===== src/rtl/fetch_pkg.sv =====
// Shared state encoding and constants for the instruction fetch queue.
package fetch_pkg;

  typedef enum logic [1:0] {
    BOOT,
    RUN,
    HALT
  } fetch_state_e;

  localparam int PC_INCR = 4;
  localparam int INSTR_W = 32;
  localparam logic [INSTR_W-1:0] NOP_INSTR = 32'h0000_0013;

endpackage


===== src/rtl/instr_fetch_queue_if.sv =====
// Memory request/response, redirect and core-delivery signals of the fetch front-end.
interface instr_fetch_queue_if #(
  parameter int ADDR_W = 32
);
  import fetch_pkg::*;

  logic               imem_req_valid;
  logic               imem_req_ready;
  logic [ADDR_W-1:0]  imem_req_addr;
  logic               imem_rsp_valid;
  logic [INSTR_W-1:0] imem_rsp_data;
  logic               redirect_valid;
  logic [ADDR_W-1:0]  redirect_pc;
  logic               if_valid;
  logic               if_ready;
  logic [INSTR_W-1:0] if_instr;
  logic [ADDR_W-1:0]  if_pc;
  logic               if_fault;

  // The fetch unit is the master; memory and core together form the slave side.
  modport master (
    output imem_req_valid, imem_req_addr, if_valid, if_instr, if_pc, if_fault,
    input  imem_req_ready, imem_rsp_valid, imem_rsp_data, redirect_valid, redirect_pc, if_ready
  );

  modport slave (
    input  imem_req_valid, imem_req_addr, if_valid, if_instr, if_pc, if_fault,
    output imem_req_ready, imem_rsp_valid, imem_rsp_data, redirect_valid, redirect_pc, if_ready
  );

endinterface


===== src/rtl/fetch_fifo.sv =====
// Synchronous FIFO with flush; head is read combinationally from the storage array.
module fetch_fifo #(
  parameter  int WIDTH = 8,
  parameter  int DEPTH = 4,
  localparam int CNT_W = $clog2(DEPTH + 1)
) (
  input  logic             clk,
  input  logic             rst_n,
  input  logic             push_i,
  input  logic [WIDTH-1:0] push_data_i,
  input  logic             pop_i,
  input  logic             flush_i,
  output logic [CNT_W-1:0] count_o,
  output logic [WIDTH-1:0] head_o
);

  localparam int PTR_W = $clog2(DEPTH);

  logic [WIDTH-1:0] mem_q [DEPTH];
  logic [PTR_W-1:0] wr_ptr_q, rd_ptr_q;
  logic [CNT_W-1:0] count_q;
  logic             do_push, do_pop;

  assign do_push = push_i & ~flush_i;
  assign do_pop  = pop_i & ~flush_i & (count_q != '0);

  // NOTE: storage is deliberately not reset; count_q alone decides which entries are live.
  // NOTE: non-blocking assignments so every register samples pre-edge values.
  always_ff @(posedge clk) begin
    if (do_push) mem_q[wr_ptr_q] <= push_data_i;
  end

  always_ff @(posedge clk or negedge rst_n) begin
    if (!rst_n) begin
      wr_ptr_q <= '0;
      rd_ptr_q <= '0;
      count_q  <= '0;
    end else if (flush_i) begin
      wr_ptr_q <= '0;
      rd_ptr_q <= '0;
      count_q  <= '0;
    end else begin
      if (do_push) wr_ptr_q <= wr_ptr_q + PTR_W'(1);
      if (do_pop)  rd_ptr_q <= rd_ptr_q + PTR_W'(1);
      count_q <= count_q + CNT_W'(do_push) - CNT_W'(do_pop);
    end
  end

  assign count_o = count_q;
  assign head_o  = mem_q[rd_ptr_q];

  a_no_overflow: assert property (@(posedge clk) disable iff (!rst_n)
    !(do_push && !do_pop && count_q == CNT_W'(DEPTH)));

endmodule


===== src/rtl/instr_fetch_queue.sv =====
// Fetch front-end: owns the PC, issues credit-limited requests, queues {pc, instr} for the core.
// Define ALIGN_CHECK_EN to fault and halt on misaligned redirects instead of masking pc[1:0].
module instr_fetch_queue
  import fetch_pkg::*;
#(
  parameter  int                ADDR_W   = 32,
  parameter  int                DEPTH    = 4,
  parameter  logic [ADDR_W-1:0] RESET_PC = '0,
  localparam int                CNT_W    = $clog2(DEPTH + 1)
) (
  input  logic                clk,
  input  logic                rst_n,
  instr_fetch_queue_if.master bus,
  output logic [CNT_W-1:0]    dbg_count_o
);

  typedef struct packed {
    logic [ADDR_W-1:0]  pc;
    logic [INSTR_W-1:0] instr;
  } entry_t;

  fetch_state_e      state_q;
  logic [ADDR_W-1:0] fetch_pc_q, fetch_pc_d, redirect_tgt, rsp_pc;
  logic [CNT_W-1:0]  outstanding_q, outstanding_d, discard_q, discard_d;
  logic [CNT_W-1:0]  q_count, trk_count;
  logic              req_fire, rsp_keep, pop, credit_ok;
  entry_t            head, push_entry;

  assign req_fire  = bus.imem_req_valid & bus.imem_req_ready;
  assign rsp_keep  = bus.imem_rsp_valid & ~bus.redirect_valid & (discard_q == '0);
  assign pop       = bus.if_valid & bus.if_ready;
  assign credit_ok = (int'(outstanding_q) + int'(q_count)) < DEPTH;

`ifdef ALIGN_CHECK_EN
  logic misaligned;
  logic fault_q;
  assign misaligned   = bus.redirect_pc[1:0] != 2'b00;
  assign redirect_tgt = bus.redirect_pc;
  assign bus.if_fault = fault_q;
`else
  assign redirect_tgt = bus.redirect_pc & ~ADDR_W'(3);
  assign bus.if_fault = 1'b0;
`endif

  // Requests accepted in a redirect cycle are counted as outstanding and therefore discarded.
  always_comb begin
    // NOTE: defaults first so no path leaves a signal unassigned and no latch is inferred.
    fetch_pc_d    = fetch_pc_q;
    discard_d     = discard_q;
    outstanding_d = outstanding_q + CNT_W'(req_fire) - CNT_W'(bus.imem_rsp_valid);
    if (bus.redirect_valid)  fetch_pc_d = redirect_tgt;
    else if (req_fire)       fetch_pc_d = fetch_pc_q + ADDR_W'(PC_INCR);
    if (bus.redirect_valid)  discard_d = outstanding_d;
    else if (bus.imem_rsp_valid && discard_q != '0) discard_d = discard_q - CNT_W'(1);
  end

  always_ff @(posedge clk or negedge rst_n) begin
    if (!rst_n) begin
      fetch_pc_q    <= RESET_PC;
      outstanding_q <= '0;
      discard_q     <= '0;
    end else begin
      fetch_pc_q    <= fetch_pc_d;
      outstanding_q <= outstanding_d;
      discard_q     <= discard_d;
    end
  end

  always_ff @(posedge clk or negedge rst_n) begin
    if (!rst_n) begin
      state_q <= BOOT;
`ifdef ALIGN_CHECK_EN
      fault_q <= 1'b0;
`endif
    end else begin
      if (state_q == BOOT) state_q <= RUN;
`ifdef ALIGN_CHECK_EN
      if (bus.redirect_valid) begin
        state_q <= misaligned ? HALT : RUN;
        fault_q <= misaligned;
      end
`endif
    end
  end

  // Tracks the PC of every live in-flight request; discarded requests are flushed out of it.
  fetch_fifo #(.WIDTH(ADDR_W), .DEPTH(DEPTH)) u_pc_trk (
    .clk        (clk),
    .rst_n      (rst_n),
    .push_i     (req_fire & ~bus.redirect_valid),
    .push_data_i(fetch_pc_q),
    .pop_i      (rsp_keep),
    .flush_i    (bus.redirect_valid),
    .count_o    (trk_count),
    .head_o     (rsp_pc)
  );

  assign push_entry = '{pc: rsp_pc, instr: bus.imem_rsp_data};

  fetch_fifo #(.WIDTH($bits(entry_t)), .DEPTH(DEPTH)) u_data_q (
    .clk        (clk),
    .rst_n      (rst_n),
    .push_i     (rsp_keep),
    .push_data_i(push_entry),
    .pop_i      (pop),
    .flush_i    (bus.redirect_valid),
    .count_o    (q_count),
    .head_o     (head)
  );

  assign bus.imem_req_valid = (state_q == RUN) && credit_ok;
  assign bus.imem_req_addr  = fetch_pc_q;
  assign bus.if_valid       = (q_count != '0);
  assign bus.if_pc          = bus.if_valid ? head.pc : '0;
  assign bus.if_instr       = bus.if_valid ? head.instr : '0;
  assign dbg_count_o        = q_count;

  a_credit_balance: assert property (@(posedge clk) disable iff (!rst_n)
    int'(outstanding_q) == int'(trk_count) + int'(discard_q));

endmodule


===== src/flat_wrapper.sv =====
// flat-port wrapper written by rule: the top's interface ports become plain ports
module instr_fetch_queue_flat import fetch_pkg::*;
#(
  parameter  int                ADDR_W   = 32,
  parameter  int                DEPTH    = 4,
  parameter  logic [ADDR_W-1:0] RESET_PC = '0,
  localparam int                CNT_W    = $clog2(DEPTH + 1)
)
  (clk, rst_n, dbg_count_o, bus_imem_req_valid, bus_imem_req_addr, bus_if_valid, bus_if_instr, bus_if_pc, bus_if_fault, bus_imem_req_ready, bus_imem_rsp_valid, bus_imem_rsp_data, bus_redirect_valid, bus_redirect_pc, bus_if_ready);
  instr_fetch_queue_if #(.ADDR_W(ADDR_W)) bus_i ();
  input  logic clk;
  input  logic rst_n;
  output logic [CNT_W-1:0] dbg_count_o;
  output wire logic [$bits(bus_i.imem_req_valid)-1:0] bus_imem_req_valid;
  output wire logic [$bits(bus_i.imem_req_addr)-1:0] bus_imem_req_addr;
  output wire logic [$bits(bus_i.if_valid)-1:0] bus_if_valid;
  output wire logic [$bits(bus_i.if_instr)-1:0] bus_if_instr;
  output wire logic [$bits(bus_i.if_pc)-1:0] bus_if_pc;
  output wire logic [$bits(bus_i.if_fault)-1:0] bus_if_fault;
  input wire logic [$bits(bus_i.imem_req_ready)-1:0] bus_imem_req_ready;
  input wire logic [$bits(bus_i.imem_rsp_valid)-1:0] bus_imem_rsp_valid;
  input wire logic [$bits(bus_i.imem_rsp_data)-1:0] bus_imem_rsp_data;
  input wire logic [$bits(bus_i.redirect_valid)-1:0] bus_redirect_valid;
  input wire logic [$bits(bus_i.redirect_pc)-1:0] bus_redirect_pc;
  input wire logic [$bits(bus_i.if_ready)-1:0] bus_if_ready;
  assign bus_imem_req_valid = bus_i.imem_req_valid;
  assign bus_imem_req_addr = bus_i.imem_req_addr;
  assign bus_if_valid = bus_i.if_valid;
  assign bus_if_instr = bus_i.if_instr;
  assign bus_if_pc = bus_i.if_pc;
  assign bus_if_fault = bus_i.if_fault;
  assign bus_i.imem_req_ready = bus_imem_req_ready;
  assign bus_i.imem_rsp_valid = bus_imem_rsp_valid;
  assign bus_i.imem_rsp_data = bus_imem_rsp_data;
  assign bus_i.redirect_valid = bus_redirect_valid;
  assign bus_i.redirect_pc = bus_redirect_pc;
  assign bus_i.if_ready = bus_if_ready;
  instr_fetch_queue #(.ADDR_W(ADDR_W), .DEPTH(DEPTH), .RESET_PC(RESET_PC)) u_core (.clk(clk), .rst_n(rst_n), .bus(bus_i), .dbg_count_o(dbg_count_o));
endmodule

===== config.mk =====
export PLATFORM = sky130hd
export DESIGN_NAME = instr_fetch_queue_flat
export DESIGN_NICKNAME = d
export VERILOG_FILES = /design/src/rtl/fetch_pkg.sv /design/src/rtl/instr_fetch_queue_if.sv /design/src/rtl/fetch_fifo.sv /design/src/rtl/instr_fetch_queue.sv /design/src/flat_wrapper.sv
export SDC_FILE = /design/constraint.sdc
export NUM_CORES = 1
export LEC_CHECK = 0
export CAP_MARGIN = 20
export CORE_ASPECT_RATIO = 1.2
export CORE_MARGIN = 4
export CORE_UTILIZATION = 24
export CTS_BUF_LIST = sky130_fd_sc_hd__clkbuf_4 sky130_fd_sc_hd__clkbuf_8
export DETAILED_ROUTE_END_ITERATION = 10
export PLACE_DENSITY_LB_ADDON = 0.12
export SLEW_MARGIN = 20
export SYNTH_ARGS = -nofsm -noshare
export SYNTH_HDL_FRONTEND = slang
export SYNTH_SLANG_ARGS = --single-unit

===== constraint.sdc =====
create_clock -name clk -period 3.41 [get_ports clk]
set_input_delay 1.023 -clock clk [delete_from_list [all_inputs] [get_ports clk]]
set_output_delay 1.023 -clock clk [all_outputs]
set_load 0.1 [all_outputs]

==> results by group, run 1 <==
Run status
  • Status: finished, final reports clean

Timing
  • Unrepaired setup endpoints after global routing: true
  • Fin crit share: a little over nine tenths
  • Final number of max-transition violations: 0
  • Final Hold Viols: 0
  • Final critical path time including I/O delays and setup: 3.350 ns
  • Maximum frequency from static timing analysis: between 0.2 and 0.3 GHz
  • Actual transition at the worst max-transition pin: roughly 0.9 ns
  • Number of failing setup endpoints in the final timing report: 0
  • Worst setup skew after layout: roughly 0.022 ns
  • Worst slew margin: between 40% and 50%

Logic synthesis
  • Multiplexer area fraction after synthesis: 12.57%
  • Post-synthesis cell type count: 46
  • Top area cells in the synthesized netlist: sky130_fd_sc_hd__edfxtp_1 66%, sky130_fd_sc_hd__mux4_2 12%, sky130_fd_sc_hd__dfrtp_1 7.6%, sky130_fd_sc_hd__and2_1 2.5%, sky130_fd_sc_hd__ha_1 1.4%
  • Fraction of the mapped netlist area in adder cells: 1.771%
  • Number of warning messages in the yosys log: 0
  • Sequential cell area fraction in the yosys report: between 70% and 80%
  • Leading cell types by count after synthesis: 368 x sky130_fd_sc_hd__edfxtp_1, 92 x sky130_fd_sc_hd__mux4_2, 67 x sky130_fd_sc_hd__and2_1
  • Compound-Gate Fraction of Synth Area: under 10%
  • Dominant combinational cell family by area after synthesis: multiplexers
  • Fraction of synthesized cell area taken by the top area cell type: 65.70%
  • Post-synth EDFFs: around 370
  • Synthesis-stage register bit count: about 420
  • Number of instances in the synthesized netlist: about 900
  • Post-synthesis cell type with the largest combined area: sky130_fd_sc_hd__edfxtp_1
  • Most frequent cell after synthesis: sky130_fd_sc_hd__edfxtp_1
  • Fraction of the mapped netlist area in simple logic gates: ~7.3%
  • Fraction of registers with async set or reset after synthesis: between 10 and 15%
  • Average footprint of a synthesized cell: 18.73 µm²
  • Primary flip-flop cell chosen by synthesis mapping: sky130_fd_sc_hd__edfxtp_1
  • Synthesized area: approximately 17,000 µm²
  • Post-synthesis xor/xnor area fraction: less than 1%

Finish
  • Post-route standard cell area excluding fillers: 22,420 µm²
  • Area growth syn-to-layout: 33.31%
  • Number of filler cells placed in the layout: 6,765
  • Sequential cell area in the final layout: between 10,000 and 15,000 µm²
  • Final layout net count: 1,248
  • Multi-input gate area in the final layout: between 4000 and 5000 µm²
  • Fraction of final layout cells sized beyond drive strength 1: between 30% and 40%

Floorplan
  • Horizontal die dimension: between 200 and 250 µm
  • Number of top-level pins: between 150 and 200
  • Initial Utilization: 24.15%
  • Vertical die dimension: approximately 300 µm
  • Placeable core region: about 70,000 µm²
  • DIE AREA: ~74,000 µm²
  • Site row count: roughly 110

CTS
  • CTS Root Cell: sky130_fd_sc_hd__clkbuf_8
  • Worst-Skew Late Latency: 0.63 ns
  • Number of hold-repair buffers added at the cts stage: 0
  • TritonCTS clock tree: yes
  • H-Tree Level Count: 3
  • TritonCTS Buffers: between 70 and 80
  • Bufs on Longest Clock Path: 3
  • Clock net sink count: roughly 420
  • CTS clk-pin slew, worst paths: approximately 0.060 ns

Worst setup path
  • Req. time, crit path: 2.39 ns
  • Setup crit end kind: output port
  • Data arrival, critical path: 2.33 ns
  • CP max FO: 8
  • Worst Setup Start Kind: register
  • Critical setup path kind: register to output port

Drt
  • Number of DRC violations after detailed routing: 0
  • Count of nets left with antenna violations after detail routing: 0
  • Via-per-instance ratio: approximately 4.3
  • Final wirelength: 44,040 µm
  • Pre-antenna DRT Iters: 4
  • Initial DRC count: roughly 400
  • Wire length per cell after detailed routing: between 20 and 25 µm
  • Via count of the routed design: 9,161

Global routing
  • Total global routing track utilization: between 10% and 20%
  • Vias in the first global route: about 10,000
  • Overall overflow remaining after global route: 0
  • Layer carrying the most global-route usage: met2
  • Number of antenna violations at the first check in global routing: 2
  • Met1 global-route usage: 14.46%
  • GR met2 Demand/Resource: between 20 and 25%
  • Wire length of the first global-routing pass: about 66,000 µm
  • Met3 Usage GRT: 3.169%
  • Largest net degree at the start of global routing: 46

Placement
  • DP Area: 20,570 µm²
  • Placed wire-length estimate: around 27,000 µm
  • Port buffer count: between 150 and 200
  • Global placement routability congestion: just over 0.7

Power
  • Power density over cell area: 895.0 nW/µm²
  • Maximum VDD drop: between 0.5 and 0.6 mV
  • Final total power: approximately 20,000 µW
  • Leakage power figure: 0.007524 µW

Min path
  • Worst min path class: input port to async pin

Run
  • Max Cap Violations: 0
placed cells by master (no fill, tap or decap), types with 24 or more instances in the layout:
| cell type | count |
|---|---|
| sky130_fd_sc_hd__and2_4 | 64 |
| sky130_fd_sc_hd__buf_12 | 78 |
| sky130_fd_sc_hd__buf_4 | 63 |
| sky130_fd_sc_hd__clkbuf_4 | 28 |
| sky130_fd_sc_hd__clkbuf_8 | 78 |
| sky130_fd_sc_hd__clkdlybuf4s50_1 | 66 |
| sky130_fd_sc_hd__dfrtp_1 | 46 |
| sky130_fd_sc_hd__edfxtp_1 | 368 |
| sky130_fd_sc_hd__inv_1 | 24 |
| sky130_fd_sc_hd__mux4_2 | 92 |
| sky130_fd_sc_hd__nor2_1 | 37 |
final timing paths:
path                            cells after the start                        start  slack, ns                           end
worst min register to register                      1  u_core.u_pc_trk.rd_ptr_q[0]       0.49   u_core.u_pc_trk.rd_ptr_q[0]
max in group asynchronous                           2                        rst_n       2.37    u_core.u_data_q.count_o[1]
worst max register to register                      8   u_core.u_data_q.count_o[2]       0.72  u_core.u_pc_trk.mem_q[2][15]
worst max-delay path                                6  u_core.u_data_q.rd_ptr_q[0]       0.06               bus_if_instr[0]
min in group clk                                    1  u_core.u_pc_trk.rd_ptr_q[0]       0.49   u_core.u_pc_trk.rd_ptr_q[0]
worst min-delay path                                1                        rst_n       0.41  u_core.bus.imem_req_addr[11]
sequential cells by signal, summed over array words and instances (netlist names):
name / count
u_core.outstanding_q: 3
u_core.u_data_q.mem_q: 248
u_core.u_pc_trk.count_o: 3
u_core.bus.imem_req_addr: 30
u_core.u_data_q.wr_ptr_q: 2
u_core.u_pc_trk.mem_q: 120
u_core.state_q: 1
u_core.u_data_q.count_o: 3
u_core.u_pc_trk.rd_ptr_q: 2
u_core.u_pc_trk.wr_ptr_q: 2
u_core.discard_q: 3
u_core.u_data_q.rd_ptr_q: 2
per-stage QoR:
| stage | utilization, % | setup TNS [ns] | hold slack, ns | setup slack (ns) | instances |
|---|---|---|---|---|---|
| 6_report | 32.20 | 0 | 0.4132 | 0.05975 | 2137 |
| 3_3_place_gp | 29.54 | 0 | 0.4784 | 0.06616 | 1981 |
| 2_1_floorplan | - | 0 | 0.5420 | 0.08097 | 902 |
| 3_5_place_dp | 29.54 | 0 | 0.4801 | 0.08120 | 1981 |
| 5_1_grt | 32.20 | -1.246 | 0.3977 | -0.05666 | 2137 |
| 4_1_cts | 32.23 | -1.378 | 0.3562 | -0.07089 | 2138 |
worst max-delay path, stage by stage (launching register included):
cell and delay, ns:
sky130_fd_sc_hd__dfrtp_4 0.49, sky130_fd_sc_hd__buf_4 0.15, sky130_fd_sc_hd__buf_12 0.13, sky130_fd_sc_hd__buf_12 0.14
sky130_fd_sc_hd__mux4_2 0.43, sky130_fd_sc_hd__and2_4 0.18, sky130_fd_sc_hd__buf_12 0.16
area by class of cell:
type,instances,share of cell area [%]
tap,918,5.123
clock buffer,106,5.725
clock inverter,34,0.9654
antenna,1,0.01116
sequential,419,55.02
timing repair buffer,223,13.23
multi-input combinational,411,19.51
inverter,25,0.4185
cells by family after synthesis:
family / after synthesis
xor gates and xnor gates: 17
adders and majority gates: 22
AOI/OAI and AO/OA: 61
other: 2
DFF: 419
buffers and inverters: 72
and+or+nand+nor: 209
muxes: 96
layer usage:
layer  up-vias  share of wire, %
li1       4115                 -
met5         -                 0
met4         0               2.0
met1      4715                42
met3        70               5.6
met2       261                51
power breakdown:
part / switching [µW] / total, µW / internal [µW] / leakage, µW
registers: 176 / 6070 / 5890 / 0.00391
clock network: 2090 / 4680 / 2600 / 0.000795
logic: 5780 / 9320 / 3540 / 0.00282
total: 8040 / 20100 / 12000 / 0.00752
repair_timing:
action / 4_1_cts / 5_1_grt
resized for setup: 76 / 8
gates cloned: 4 / 0
endpoints found under the setup margin: 63 / 61
pin swaps: 2 / 1
buffers inserted: 13 / 0
Power figures use the tool's default switching activity.
==> run 2: changes to the inputs <==
SKIP_CTS_REPAIR_TIMING = 1   (was unset)
==> run 2 against run 1 <==
  * Routed wire length down 1.2%
  * Die area is the same
  * Highest routed layer unchanged
  * Utilization decreased by 0.10 points
  * Combinational power is 3.5% lower
  * Global-route usage fell by 0.40 points
  * Clock power about the same
==> results by group, run 2 (synthesis results as in run 1) <==
Run status
  • Status: finished, final reports clean

Drt
  • Pre-antenna DRT Iters: 4
  • Final wirelength: between 40,000 and 50,000 µm
  • Count of nets left with antenna violations after detail routing: 0
  • Initial DRC count: 373
  • Wire length per cell after detailed routing: roughly 20 µm
  • Number of DRC violations after detailed routing: 0
  • Via count of the routed design: between 9,000 and 10,000
  • Via-per-instance ratio: 4.257

Finish
  • Area growth syn-to-layout: 32.88%
  • Fraction of final layout cells sized beyond drive strength 1: 37.38%
  • Most flops, register: u_core.u_data_q.mem_q
  • Post-route standard cell area excluding fillers: 22,350 µm²
  • Final standard cell count with taps included and fillers excluded: roughly 2,100
  • Most frequent cells in the layout: 368 x sky130_fd_sc_hd__edfxtp_1, 92 x sky130_fd_sc_hd__mux4_2, 78 x sky130_fd_sc_hd__clkbuf_8, 77 x sky130_fd_sc_hd__buf_12, 73 x sky130_fd_sc_hd__buf_4
  • Number of flip-flops in the largest register: 248
  • Final layout net count: about 1,300
  • Most common library cell in the layout ignoring fill and taps: sky130_fd_sc_hd__edfxtp_1
  • Number of filler cells placed in the layout: between 6,000 and 7,000

Global routing
  • Overall overflow remaining after global route: 0
  • Largest net degree at the start of global routing: between 60 and 70
  • GR met2 Demand/Resource: around a fifth
  • Wire length of the first global-routing pass: about 64,000 µm
  • Layer carrying the most global-route usage: met2
  • Total global routing track utilization: 11.46%
  • Met3 Usage GRT: 3.169%
  • Vias in the first global route: 10,000
  • Number of antenna violations at the first check in global routing: 1
  • Met1 global-route usage: between 10 and 15%

CTS
  • Bufs on Longest Clock Path: 3
  • Worst-Skew Late Latency: 0.63 ns
  • H-Tree Level Count: 3
  • CTS clk-pin slew, worst paths: roughly 0.06 ns
  • TritonCTS clock tree: yes
  • Clock net sink count: about 420
  • CTS Root Cell: sky130_fd_sc_hd__clkbuf_8
  • TritonCTS Buffers: 76

Placement
  • Worst slack at placement: 0.08120 ns
  • DP Area: 20,570 µm²
  • Placed insts: 1,981
  • Global placement routability congestion: between 0.7 and 0.8
  • Placed wire-length estimate: approximately 27,000 µm
  • Port buffer count: between 150 and 200

Run
  • Max Cap Violations: 0

Timing
  • Worst slew margin: 40.75%
  • Final critical path time including I/O delays and setup: 3.357 ns
  • Setup TNS: 0 ns
  • Actual transition at the worst max-transition pin: a little under 0.9 ns
  • Unrepaired setup endpoints after global routing: true
  • Fin crit share: 98.44%
  • Number of failing setup endpoints in the final timing report: 0
  • Final Hold Viols: 0
  • Worst setup skew after layout: around 0.02 ns
  • Maximum frequency from static timing analysis: a little under 0.3 GHz
  • Post-layout worst setup margin: 0.05307 ns
  • Final number of max-transition violations: 0

Worst setup path
  • Series of cell instances along the critical path: buf_12 -> buf_4 -> mux4_2 -> and2_2 -> buf_12
  • Most common cell on crit path: sky130_fd_sc_hd__buf_12
  • Data arrival, critical path: 2.33 ns
  • Worst path depth: 5
  • Maximum cell stage delay along the critical path: 0.54 ns
  • Worst path slowest cell: sky130_fd_sc_hd__mux4_2
  • Number of cells traversed by the worst register-to-register path: 13
  • Setup crit end kind: output port
  • Critical setup path kind: register to output port
  • CP max FO: 15
  • Total buffers and inverters traversed by the critical path: 3
  • Worst Setup Start Kind: register
  • Req. time, crit path: roughly 2.4 ns
  • Family with the most delay on the worst path: multiplexers

Power
  • Power density over cell area: ~900 nW/µm²
  • Leakage power figure: about 0.0075 µW
  • Maximum VDD drop: around 0.56 mV

Floorplan
  • Number of top-level pins: roughly 170
  • Initial Utilization: between 20% and 30%
  • Placeable core region: approximately 70,000 µm²
  • Horizontal die dimension: around 250 µm
  • DIE AREA: ~74,000 µm²
  • Site row count: between 100 and 150
  • Vertical die dimension: a little under 300 µm

Min path
  • Worst min path class: input port to async pin
## run 2: metrics by stage
step                utilization (%)  hold slack [ns]  total power (µW)
finish                        32.10           0.4170             19740
global route                  32.10           0.3977             20690
CTS                           31.70           0.3562             19690
detailed placement            29.54           0.4801             14860
global placement              29.54           0.4784             14840
floorplan                         -           0.5420             11570
## run 2: metal layers
| layer | part of all wire, % | up-vias |
|---|---|---|
| met5 | 0 | - |
| met4 | 2.1 | 0 |
| met3 | 5.3 | 75 |
| met2 | 50 | 239 |
| met1 | 42 | 4674 |
| li1 | - | 4118 |
## run 2: layout make-up
type / instances / area (µm²) / share of cell area, %
Multi-Input combinational cell: 411 / 4334 / 19.39
Clock inverter: 34 / 216.5 / 0.9685
Sequential cell: 419 / 12340 / 55.20
Inverter: 25 / 93.84 / 0.4199
Timing Repair Buffer: 225 / 2933 / 13.12
Clock buffer: 106 / 1284 / 5.744
Antenna cell: 1 / 2.502 / 0.01120
Tap cell: 918 / 1149 / 5.139
## run 2: report_power, final
part,switching (µW),internal (µW)
clock,2090,2600
combinational,5650,3340
sequential,181,5890
## run 2: final timing paths
check	start	endpoint	slack [ns]
min in group clk	u_core.u_pc_trk.rd_ptr_q[0]	u_core.u_pc_trk.rd_ptr_q[0]	0.49
min	rst_n	u_core.bus.imem_req_addr[11]	0.42
max in group asynchronous	rst_n	u_core.u_data_q.count_o[1]	2.36
max	u_core.u_data_q.rd_ptr_q[0]	bus_if_pc[19]	0.05
min reg2reg	u_core.u_pc_trk.rd_ptr_q[0]	u_core.u_pc_trk.rd_ptr_q[0]	0.49
max reg2reg	u_core.u_data_q.count_o[2]	u_core.u_pc_trk.count_o[2]	0.75
==> run 3: changes to the inputs <==
CORE_MARGIN = 10   (was 4)
DONT_BUFFER_PORTS = 1   (was unset)
==> run 3 against run 2 <==
  * Worst hold slack got worse by 0.33 ns
  * Maximum frequency increased by 0.51%
  * Sequential power is essentially flat
  * First-iteration DRC count increased by 4.3%
  * Via count is 3.5% lower
  * Clock skew up 0.00053 ns
  * Clock power grew 5.3%
  * Flip-flop and latch count unchanged
  * Die area up 9.0%
  * Register-to-register slack lost 0.18 ns
  * Routed wire length grew 5.2%
==> results by group, run 3 (synthesis results as in run 1) <==
Worst setup path
  • Worst Setup Start Kind: register
  • Total buffers and inverters traversed by the critical path: 3
  • Most common cell on crit path: sky130_fd_sc_hd__buf_12
  • Family with the most delay on the worst path: buffers and inverters
  • Maximum cell stage delay along the critical path: around 0.48 ns
  • Critical setup path kind: register to output port
  • Req. time, crit path: 2.39 ns
  • Worst path slowest cell: sky130_fd_sc_hd__mux4_2
  • Data arrival, critical path: 2.32 ns
  • Setup crit end kind: output port
  • Series of cell instances along the critical path: buf_12 -> clkbuf_16 -> buf_12 -> mux4_2 -> and2_4
  • CP max FO: 11

Global routing
  • GR met2 Demand/Resource: 18.03%
  • Largest net degree at the start of global routing: 66
  • Number of antenna violations at the first check in global routing: 1
  • Layer carrying the most global-route usage: met2
  • Vias in the first global route: 9,748
  • Met3 Usage GRT: 3.347%
  • Total global routing track utilization: a little over a tenth
  • Met1 global-route usage: about an eighth
  • Wire length of the first global-routing pass: around 64,000 µm
  • Overall overflow remaining after global route: 0

CTS
  • TritonCTS Buffers: 76
  • TritonCTS clock tree: yes
  • Worst-Skew Late Latency: about 0.63 ns
  • CTS Root Cell: sky130_fd_sc_hd__clkbuf_8
  • Bufs on Longest Clock Path: 3
  • CTS clk-pin slew, worst paths: ~0.060 ns
  • Clock net sink count: between 400 and 500
  • H-Tree Level Count: 3

Power
  • Psw: roughly 8000 µW
  • Sequential group share of total power: 30.8%
  • Logic pwr share: around 44%
  • Clock power share: 25.0%
  • Internal cell power: 11,760 µW
  • Power density over cell area: between 900 and 1000 nW/µm²
  • Leakage power figure: slightly above 0.007 µW
  • Switching fraction of total power: between 40 and 50%
  • Maximum VDD drop: roughly 0.56 mV

Timing
  • Actual transition at the worst max-transition pin: 0.9303 ns
  • Final critical path time including I/O delays and setup: roughly 3.3 ns
  • Worst setup skew after layout: between 0.02 and 0.025 ns
  • Setup TNS: 0 ns
  • Fin crit share: 97.95%
  • Worst slew margin: a little under two fifths
  • Unrepaired setup endpoints after global routing: true
  • Number of failing setup endpoints in the final timing report: 0
  • Maximum frequency from static timing analysis: approximately 0.30 GHz
  • Final number of max-transition violations: 0
  • Final Hold Viols: 0
  • Hold Worst Slack: 0.08345 ns

Drt
  • Wire length per cell after detailed routing: 22.56 µm
  • Via count of the routed design: approximately 8,800
  • Count of nets left with antenna violations after detail routing: 0
  • Number of DRC violations after detailed routing: 0
  • Final wirelength: 45,810 µm
  • Pre-antenna DRT Iters: 4
  • Initial DRC count: a little under 400
  • Via-per-instance ratio: roughly 4.3

Floorplan
  • Placeable core region: ~70,000 µm²
  • DIE AREA: between 80,000 and 90,000 µm²
  • Vertical die dimension: 310.0 µm
  • Initial Utilization: about a quarter
  • Site row count: between 100 and 150
  • Number of top-level pins: between 150 and 200
  • Horizontal die dimension: roughly 260 µm

Finish
  • Number of flip-flops in the largest register: about 250
  • Most frequent cells in the layout: 368 x sky130_fd_sc_hd__edfxtp_1, 92 x sky130_fd_sc_hd__mux4_2, 82 x sky130_fd_sc_hd__clkbuf_8, 65 x sky130_fd_sc_hd__buf_12, 59 x sky130_fd_sc_hd__and2_4
  • Area growth syn-to-layout: 27.16%
  • Fraction of final layout cells sized beyond drive strength 1: 37.35%
  • Final layout net count: 1,150
  • Most common library cell in the layout ignoring fill and taps: sky130_fd_sc_hd__edfxtp_1
  • Most flops, register: u_core.u_data_q.mem_q
  • Post-route standard cell area excluding fillers: about 21,000 µm²
  • Number of filler cells placed in the layout: a little under 7,000

Placement
  • Port buffer count: 0
  • DP Area: 19,500 µm²
  • Placed wire-length estimate: 26,640 µm
  • Global placement routability congestion: between 0.7 and 0.8

Run
  • Max Cap Violations: 0

Min path
  • Worst min path class: input port to async pin

Run status
  • Status: finished, final reports clean
==> run 3: cell count changes in the layout (fill, tap and decap cells not counted), sizes merged <==
cell / change
bufinv: +4
clkinv: -5
buf: -36
clkbuf: -8
or3: +2
clkdlybuf4s50: -66
diode: +1
==> run 3: stage by stage <==
step                      power, µW  instances  util, %  setup WS [ns]
after global routing          20610       2030    30.71       -0.06704
after global placement        14310       1885    28.01         0.3443
after floorplan               11570        902        -        0.08097
after detailed placement      14320       1885    28.01         0.3026
after CTS                     19380       2016    30.26        -0.2672
final                         19720       2031    30.72        0.06994
==> run 3: final timing paths <==
check                           slack, ns                            to                        start  cells past startpoint
worst max-delay path                 0.07              bus_if_instr[30]  u_core.u_data_q.rd_ptr_q[0]                      5
worst min-delay path                 0.08  u_core.bus.imem_req_addr[10]                        rst_n                      0
worst max register to register       0.57    u_core.u_pc_trk.count_o[2]   u_core.u_data_q.count_o[2]                     12
worst min register to register       0.54   u_core.u_pc_trk.rd_ptr_q[1]  u_core.u_pc_trk.rd_ptr_q[1]                      2
max in group asynchronous            3.18    u_core.u_data_q.count_o[1]                        rst_n                      0
min in group clk                     0.46    u_core.u_data_q.count_o[2]           bus_redirect_valid                      1
==> run 3: routing by layer <==
layer	vias up	share of wire, %
li1	3902	-
met1	4601	42
met2	220	49
met3	61	6.3
met4	0	2.1
met5	-	0
==> run 3: power groups by stage <==
stage / clock [µW] / combinational, µW / sequential, µW
2_1_floorplan: 0 / 5080 / 6490
5_1_grt: 5370 / 9130 / 6100
3_5_place_dp: 0 / 8170 / 6150
4_1_cts: 5150 / 8180 / 6050
3_3_place_gp: 0 / 8170 / 6140
6_report: 4930 / 8720 / 6070
==> run 3: cell type report <==
class,count,area [µm²],area share (%)
clock inverters,33,316.6,1.480
inverters,25,93.84,0.4388
flip-flops and latches,419,12340,57.69
diodes,2,5.005,0.02340
well taps,918,1149,5.371
clock buffers,98,1249,5.839
repair buffers,123,1847,8.635
multi-input cells,413,4389,20.52
==> run 3: worst reg2reg max path, stage by stage (launching register included) <==
cell and delay (ns):
sky130_fd_sc_hd__dfrtp_2 0.51, sky130_fd_sc_hd__ha_1 0.36, sky130_fd_sc_hd__nor4b_4 0.26, sky130_fd_sc_hd__nand3_2 0.29, sky130_fd_sc_hd__nor2_1 0.17, sky130_fd_sc_hd__inv_1 0.05
sky130_fd_sc_hd__ha_1 0.26, sky130_fd_sc_hd__inv_1 0.06, sky130_fd_sc_hd__ha_1 0.13, sky130_fd_sc_hd__inv_1 0.05, sky130_fd_sc_hd__fa_1 0.37, sky130_fd_sc_hd__xnor2_1 0.16
sky130_fd_sc_hd__nor2_1 0.05
